### src/rtl/rx_tx_pkg.sv
// Shared defaults, pointer-width helper and statistics counter types for the rx/tx relay.
// RX_TX_RELAY_STATS_EN (optional) adds the rx/tx/drop statistics counters.
package rx_tx_pkg;

    localparam int DEF_DATA_W = 8;
    localparam int DEF_DEPTH  = 4;

    typedef logic [31:0] stat_cnt_t;
    typedef logic [15:0] drop_cnt_t;

    function automatic int ptr_w(input int depth);
        return $clog2(depth);
    endfunction

endpackage

### src/rtl/rx_tx_fifo_mem.sv
// DEPTH x DATA_W register array: one synchronous write port, one asynchronous read port.
// Contents are deliberately not reset; the relay never exposes an entry it has not written.
module rx_tx_fifo_mem #(
    parameter int DATA_W = 8,
    parameter int DEPTH  = 4,
    parameter int ADDR_W = 2
) (
    input  logic              clk,
    input  logic              we,
    input  logic [ADDR_W-1:0] waddr,
    input  logic [DATA_W-1:0] wdata,
    input  logic [ADDR_W-1:0] raddr,
    output logic [DATA_W-1:0] rdata
);

    logic [DATA_W-1:0] mem [DEPTH];

    always_ff @(posedge clk) begin
        if (we) begin
            mem[waddr] <= wdata;
        end
    end

    assign rdata = mem[raddr];

endmodule

### src/rtl/rx_tx_relay.sv
// Parametrised rx->tx relay: show-ahead FIFO with ready/valid on both sides, flush, level and sticky ovf.
// Define RX_TX_RELAY_STATS_EN to add the rx_cnt/tx_cnt/drop_cnt statistics outputs.
module rx_tx_relay
    import rx_tx_pkg::*;
#(
    parameter int DATA_W  = DEF_DATA_W,
    parameter int DEPTH   = DEF_DEPTH,
    localparam int CNT_W  = $clog2(DEPTH) + 1
) (
    input  logic              clk,
    input  logic              rst_n,
    input  logic [DATA_W-1:0] rxd,
    input  logic              rx_dv,
    output logic              rx_rdy,
    output logic [DATA_W-1:0] txd,
    output logic              tx_en,
    input  logic              tx_rdy,
    input  logic              flush,
    output logic [CNT_W-1:0]  level,
    output logic              ovf
`ifdef RX_TX_RELAY_STATS_EN
    ,
    output logic [31:0]       rx_cnt,
    output logic [31:0]       tx_cnt,
    output logic [15:0]       drop_cnt
`endif
);

    localparam int               PTR_W = ptr_w(DEPTH);
    localparam logic [CNT_W-1:0] FULL  = CNT_W'(DEPTH);

    logic [PTR_W-1:0]  wr_ptr;
    logic [PTR_W-1:0]  rd_ptr;
    logic [DATA_W-1:0] head;
    logic              push;
    logic              pop;
    logic              drop;

    // Handshakes are qualified by the registered flags only, so no rx_dv/tx_rdy -> rdy/en path exists.
    assign rx_rdy = (level != FULL);
    assign tx_en  = (level != '0);
    assign push   = rx_dv & rx_rdy & ~flush;
    assign pop    = tx_en & tx_rdy & ~flush;
    assign drop   = rx_dv & ~rx_rdy & ~flush;
    assign txd    = tx_en ? head : '0;

    rx_tx_fifo_mem #(
        .DATA_W (DATA_W),
        .DEPTH  (DEPTH),
        .ADDR_W (PTR_W)
    ) u_mem (
        .clk   (clk),
        .we    (push),
        .waddr (wr_ptr),
        .wdata (rxd),
        .raddr (rd_ptr),
        .rdata (head)
    );

    always_ff @(posedge clk or negedge rst_n) begin
        if (!rst_n) begin
            wr_ptr <= '0;
            rd_ptr <= '0;
            level  <= '0;
            ovf    <= 1'b0;
        end else if (flush) begin
            wr_ptr <= '0;
            rd_ptr <= '0;
            level  <= '0;
            ovf    <= 1'b0;
        end else begin
            if (push) begin
                wr_ptr <= wr_ptr + PTR_W'(1);
            end
            if (pop) begin
                rd_ptr <= rd_ptr + PTR_W'(1);
            end
            case ({push, pop})
                2'b10:   level <= level + CNT_W'(1);
                2'b01:   level <= level - CNT_W'(1);
                default: level <= level;
            endcase
            if (drop) begin
                ovf <= 1'b1;
            end
        end
    end

`ifdef RX_TX_RELAY_STATS_EN
    // Statistics survive flush; only reset clears them. drop_cnt sticks at all-ones.
    stat_cnt_t rx_cnt_q;
    stat_cnt_t tx_cnt_q;
    drop_cnt_t drop_cnt_q;

    always_ff @(posedge clk or negedge rst_n) begin
        if (!rst_n) begin
            rx_cnt_q   <= '0;
            tx_cnt_q   <= '0;
            drop_cnt_q <= '0;
        end else begin
            if (push) begin
                rx_cnt_q <= rx_cnt_q + 32'd1;
            end
            if (pop) begin
                tx_cnt_q <= tx_cnt_q + 32'd1;
            end
            if (drop && (drop_cnt_q != 16'hFFFF)) begin
                drop_cnt_q <= drop_cnt_q + 16'd1;
            end
        end
    end

    assign rx_cnt   = rx_cnt_q;
    assign tx_cnt   = tx_cnt_q;
    assign drop_cnt = drop_cnt_q;
`endif

endmodule

### config.mk
export PLATFORM = sky130hd
export DESIGN_NAME = rx_tx_relay
export DESIGN_NICKNAME = d
export VERILOG_FILES = /design/src/rtl/rx_tx_pkg.sv /design/src/rtl/rx_tx_fifo_mem.sv /design/src/rtl/rx_tx_relay.sv
export SDC_FILE = /design/constraint.sdc
export NUM_CORES = 1
export LEC_CHECK = 0
export BUFFER_PORTS_ARGS = -buffer_cell sky130_fd_sc_hd__buf_2
export CORE_AREA = 2 2 61 63
export DETAILED_ROUTE_END_ITERATION = 12
export DIE_AREA = 0 0 63 65
export MAX_ROUTING_LAYER = met4
export PLACE_DENSITY = 0.76
export SYNTH_ARGS = -nofsm -noshare
export SYNTH_HDL_FRONTEND = slang
export SYNTH_HIERARCHICAL = 1
export SYNTH_SLANG_ARGS = --single-unit
### constraint.sdc
create_clock -name clk -period 3.1 [get_ports clk]
set_input_delay 0.775 -clock clk [delete_from_list [all_inputs] [get_ports clk]]
set_output_delay 0.775 -clock clk [all_outputs]
set_load 0.01 [all_outputs]
# Word-level counts from Yosys, hierarchy flattened

Memories as Yosys holds them, arrays and structs flattened.
Index checks and enable logic that the tools add are counted.

Bits in writable memories: 32
Latch bits: 0
Bits in registers: 8
Memories: 1
Logic and storage cells: 36
Bits in read-only memories: 0
Output and inout port bits: 14

Multiply operators: 0
Shift operators: 0
Reduce and logical (&&, ||, !) cells: 5
Add/subtract/negate cells: 4
Bitwise logic cells: 8
Div/mod/pow operators: 0
Equal/unequal tests: 3
Muxes and demuxes: 11
$lt $le $gt $ge: 0

Memory list:

| name      | words | bits a word | rd ports | clocked after Yosys merged registers in | write ports | line                 | text |
|---|---|---|---|---|---|---|---|
| u_mem.mem | 4     | 8           | 1        | 0                                       | 1           | rx_tx_fifo_mem.sv:16 | `logic [DATA_W-1:0] mem [DEPTH];` |

Operator list:

| kind                                                                   | number |
|---|---|
| 2-bit two-way mux                                                      | 4 |
| 8-bit two-way mux                                                      | 1 |
| 1-bit bitwise AND                                                      | 6 |
| 3-bit one-hot mux with 2 select lines                                  | 1 |
| 2-bit nonzero test                                                     | 3 |
| 3-bit nonzero test                                                     | 2 |
| 2-bit by 1-bit adder with 2-bit output (second input constant)         | 2 |
| 1-bit two-way mux                                                      | 4 |
| 3-bit by 1-bit adder with 3-bit output (second input constant)         | 1 |
| 3-bit two-way mux                                                      | 1 |
| 3-bit inequality test (second input constant)                          | 1 |
| 3-bit by 1-bit subtractor with 3-bit output (second input constant)    | 1 |
| 2-bit by 1-bit equality test with 1-bit output (second input constant) | 1 |
| 2-bit equality test (second input constant)                            | 1 |
| 1-bit NOT                                                              | 2 |

# Depth between registers and ports, before layout

Depth in word-level cells: 6
Gate-level depth with buffers: 8
Depth with buffers taken out: 7

# Modules after synthesis

The synthesis kept the hierarchy.

By module, submodules not included:

| module         | cells each | sequential area each (um2) | area an instance (um2) | times used |
|---|---|---|---|---|
| rx_tx_fifo_mem | 46         | 960.9                      | 1188.6                 | 1 |
| rx_tx_relay    | 69         | 200.2                      | 651.9                  | 1 |

# Least setup slack after synthesis

Ideal clock, no wire load.

Path type: input port to flip-flop
Start point: in flush
End point: mem u_mem.mem[0][0], enable pin
Data arrival time: 1.957 ns
Setup time: 0.385 ns
Path buffers: 1
Required time: 2.715 ns
Stages: 3
Path slack: 0.757 ns
Cells stage by stage: clkbuf_1 nor3_1 nor3b_1

Word-level cells in the longest chain between the ends: 4

Ends and longest elaborated chain:

| element                                 | line                 | text |
|---|---|---|
| start, declared                         | rx_tx_relay.sv:18    | `input logic flush,` |
| 1-bit NOT                               | rx_tx_relay.sv:42    | `assign push = rx_dv & rx_rdy & ~flush;` |
| 1-bit bitwise AND                       | rx_tx_relay.sv:42    |  |
| via push                                | rx_tx_relay.sv:35    | `logic push;` |
| 1-bit two-way mux                       | rx_tx_fifo_mem.sv:19 | `if (we) begin` |
| 1-bit two-way mux (not written as such) | rx_tx_fifo_mem.sv:20 | `mem[waddr] <= wdata;` |
| end, declared                           | rx_tx_fifo_mem.sv:16 |  |

The timed path passes the listed nets, and every way through them passes these cells.

# Final worst setup path

Start point: reg rd_ptr[0]
End point: out txd[5]

Word-level cells in the longest chain between the ends: 2

Ends and longest elaborated chain:

| element                | line              | text |
|---|---|---|
| start, declared        | rx_tx_relay.sv:33 | `logic [PTR_W-1:0] rd_ptr;` |
| start signal, assigned | rx_tx_relay.sv:76 | `rd_ptr <= rd_ptr + PTR_W'(1);` |
| memory 4 x 8 bit       | --                |  |
| via head[5]            | rx_tx_relay.sv:34 | `logic [DATA_W-1:0] head;` |
| 8-bit two-way mux      | rx_tx_relay.sv:45 | `assign txd = tx_en ? head : '0;` |
| end, declared          | rx_tx_relay.sv:15 | `output logic [DATA_W-1:0] txd,` |

The timed path passes the listed nets, and every way through them passes these cells.

==> results.toml <==
[cells_and_area]
drive_gt1_share_pct = 33.1
nets = 155
fillers = 288
multi_input_area_um2 = 599
register_area_um2 = 1160
final_cell_mix = "32 x edfxtp_1, 26 x buf_2, 9 x nor2b_1"
antenna_cells = 0
area_growth_pct = 11.3
final_common_cell = "edfxtp_1"

[synthesis]
synth_cell_type_count = 41
synth_edf_count = 32
ys_seq_area_share_pct = 63.1
ys_ff_latch = 40
postSynthCellCount = 115
synth_ff_type = "edfxtp_1"
syn_avg_cell_area_um2 = 16.0
netlist_area_um2 = 1840
yosys_warnings = 6
synthesis.nets = 129
async_flop_share_pct = 20.0

[setup_path]
endpoint_kind = "output pin"
startpoint_type = "flop"
cp.required_ns = 2.32
cp_max_fo = 10
arrival_ns = 1.94
worst-setup-path-type = "reg2out"

[grt]
grt_pass1_vias = 945
grt_pass1_wl_mm = 4.64
grt_start_max_net_pins = 17
grtUsageTotal_pct = 16.0
antenna_found_initial = 0
grt_remaining_overflow = 0

[sta]
fin_crit_ns = 2.72
relSlewSlack_pct = 56.3
rsz0062_at_grt = "no"
hold_viol = 0
period_share_pct = 87.6
fmax_mhz = 368
final_max_slew_viol_count = 0
tns_ns = 0
finalClockSkew_ns = 0.00829
worst_slew_pin_slew_ns = 0.652
fin_ws_ns = 0.385
setup_viol = 0

[routing]
wirelength_mm = 2.92
wl_per_cell_um = 15.4
ant_nets = 0
route.vias.total = 1035
firstDrtPassIters = 4
drt_iter0_drc = 48
drcViolationCount = 0
vias_per_cell = 5.45

[placed_design]
gpl.final_weighted_congestion = 0.747
post-place-ws_ns = 0.550
dp_hpwl_mm = 1.97
port_buffers = 26

[clocking]
post_cts_buffers = 0
clkSinkCount = 40
h-tree-depth = 2
clk_latency_ns = 0.34
cts_tree = "yes"
numCtsBuffers = 5
post_cts_resized = 0
clk_pin_slew_worst_paths_ns = 0.11
cts_hold_buf = 0
cts-root-buf = "clkbuf_4"
cts_max_path_buffers = 2

[floorplanning]
die-width_um = 63
rows = 22
dieArea_um2 = 4100
start_util_pct = 52.6
coreArea_um2 = 3500
ios = 27
die_height_um = 65

[pwr]
leakagePower_nw = 0.744
ir_drop_mv = 0.293
powerDensity_nw_per_um2 = 548

[outcome]
status = "finished clean"

[run]
cap_violations = 0

[worst_hold_path]
hold_class = "in2async"
[worst max-delay path, cell delays in order, from the launching register on]
cell and delay [ns]:
dfrtp_1 0.72, mux4_2 0.58, nor2b_1 0.14, buf_2 0.16
[kinds of logic after synthesis]
logic type | after synthesis | share of synthesized area, %
mux | 10 | 10.9
simple gates | 32 | 11.8
flops | 40 | 63.1
fa+ha+maj | 1 | 1.09
buf+inv | 12 | 4.35
xor+xnor | 3 | 1.43
compound gates | 17 | 7.34
[cell usage after synthesis, drive strengths merged (2+ instances only)]
cell type  number  area share [%]
and3b           2            0.95
clkbuf          2            0.48
buf             6             3.1
a21oi           4             1.1
xor2            2            0.95
nor3b           4             2.2
mux4            8             9.8
nor2b           9             3.1
o21ai           3            0.82
inv             4            0.82
edfxtp         32              52
a2111oi         2             1.6
nand3b          3             1.2
nor3            2            0.82
dfrtp           8              11
nor2            5             1.0
[metal layers]
layer / track usage [%] / up-vias / share of wire (%)
li1: - / 497 / -
met1: 20.7 / 509 / 44
met2: 23.9 / 24 / 51
met3: 4.69 / 5 / 4.0
met4: 6.67 / 0 / 1.4
met5: - / - / 0
[report_power, final]
part	internal, W	leakage, nW	switching [W]
sequential	0.000601	0.398	0.0000348
combinational	0.0000872	0.305	0.0000822
clock	0.000165	0.0403	0.000153
total	0.000852	0.744	0.000271
[per-stage QoR]
step | hold WS (ns) | instances | utilization [%] | total power, W | cell area, um^2
after floorplan | 0.479 | 115 | - | 0.000771 | 1840
after global placement | 0.478 | 182 | 56.4 | 0.000812 | 1970
after detailed placement | 0.526 | 182 | 56.4 | 0.000819 | 1970
after CTS | 0.244 | 190 | 58.6 | 0.00114 | 2050
after global routing | 0.245 | 190 | 58.6 | 0.00118 | 2050
final | 0.259 | 190 | 58.6 | 0.00112 | 2050
[registers in the layout, indices dropped and copies added, names as in the netlist]
register   cells
level          3
ovf            1
rd_ptr         2
u_mem/mem     32
wr_ptr         2
[area by class of cell]
cell class | count | area share [%]
Timing Repair Buffer | 27 | 6.72
Tap cell | 48 | 2.93
Clock buffer | 5 | 1.83
Multi-Input combinational cell | 63 | 29.3
Clock inverter | 3 | 1.83
Inverter | 4 | 0.733
Sequential cell | 40 | 56.7
[final timing paths]
kind,end,from,slack [ns],cells past startpoint
min in group clk,ovf,ovf,0.53,2
setup reg to reg,level[2],level[0],0.75,7
setup / recovery,txd[5],rd_ptr[0],0.38,3
hold reg to reg,ovf,ovf,0.53,2
hold / removal,level[0],rst_n,0.26,1
max in group asynchronous,wr_ptr[1],rst_n,2.67,1
(Power assumes the default switching activity.)
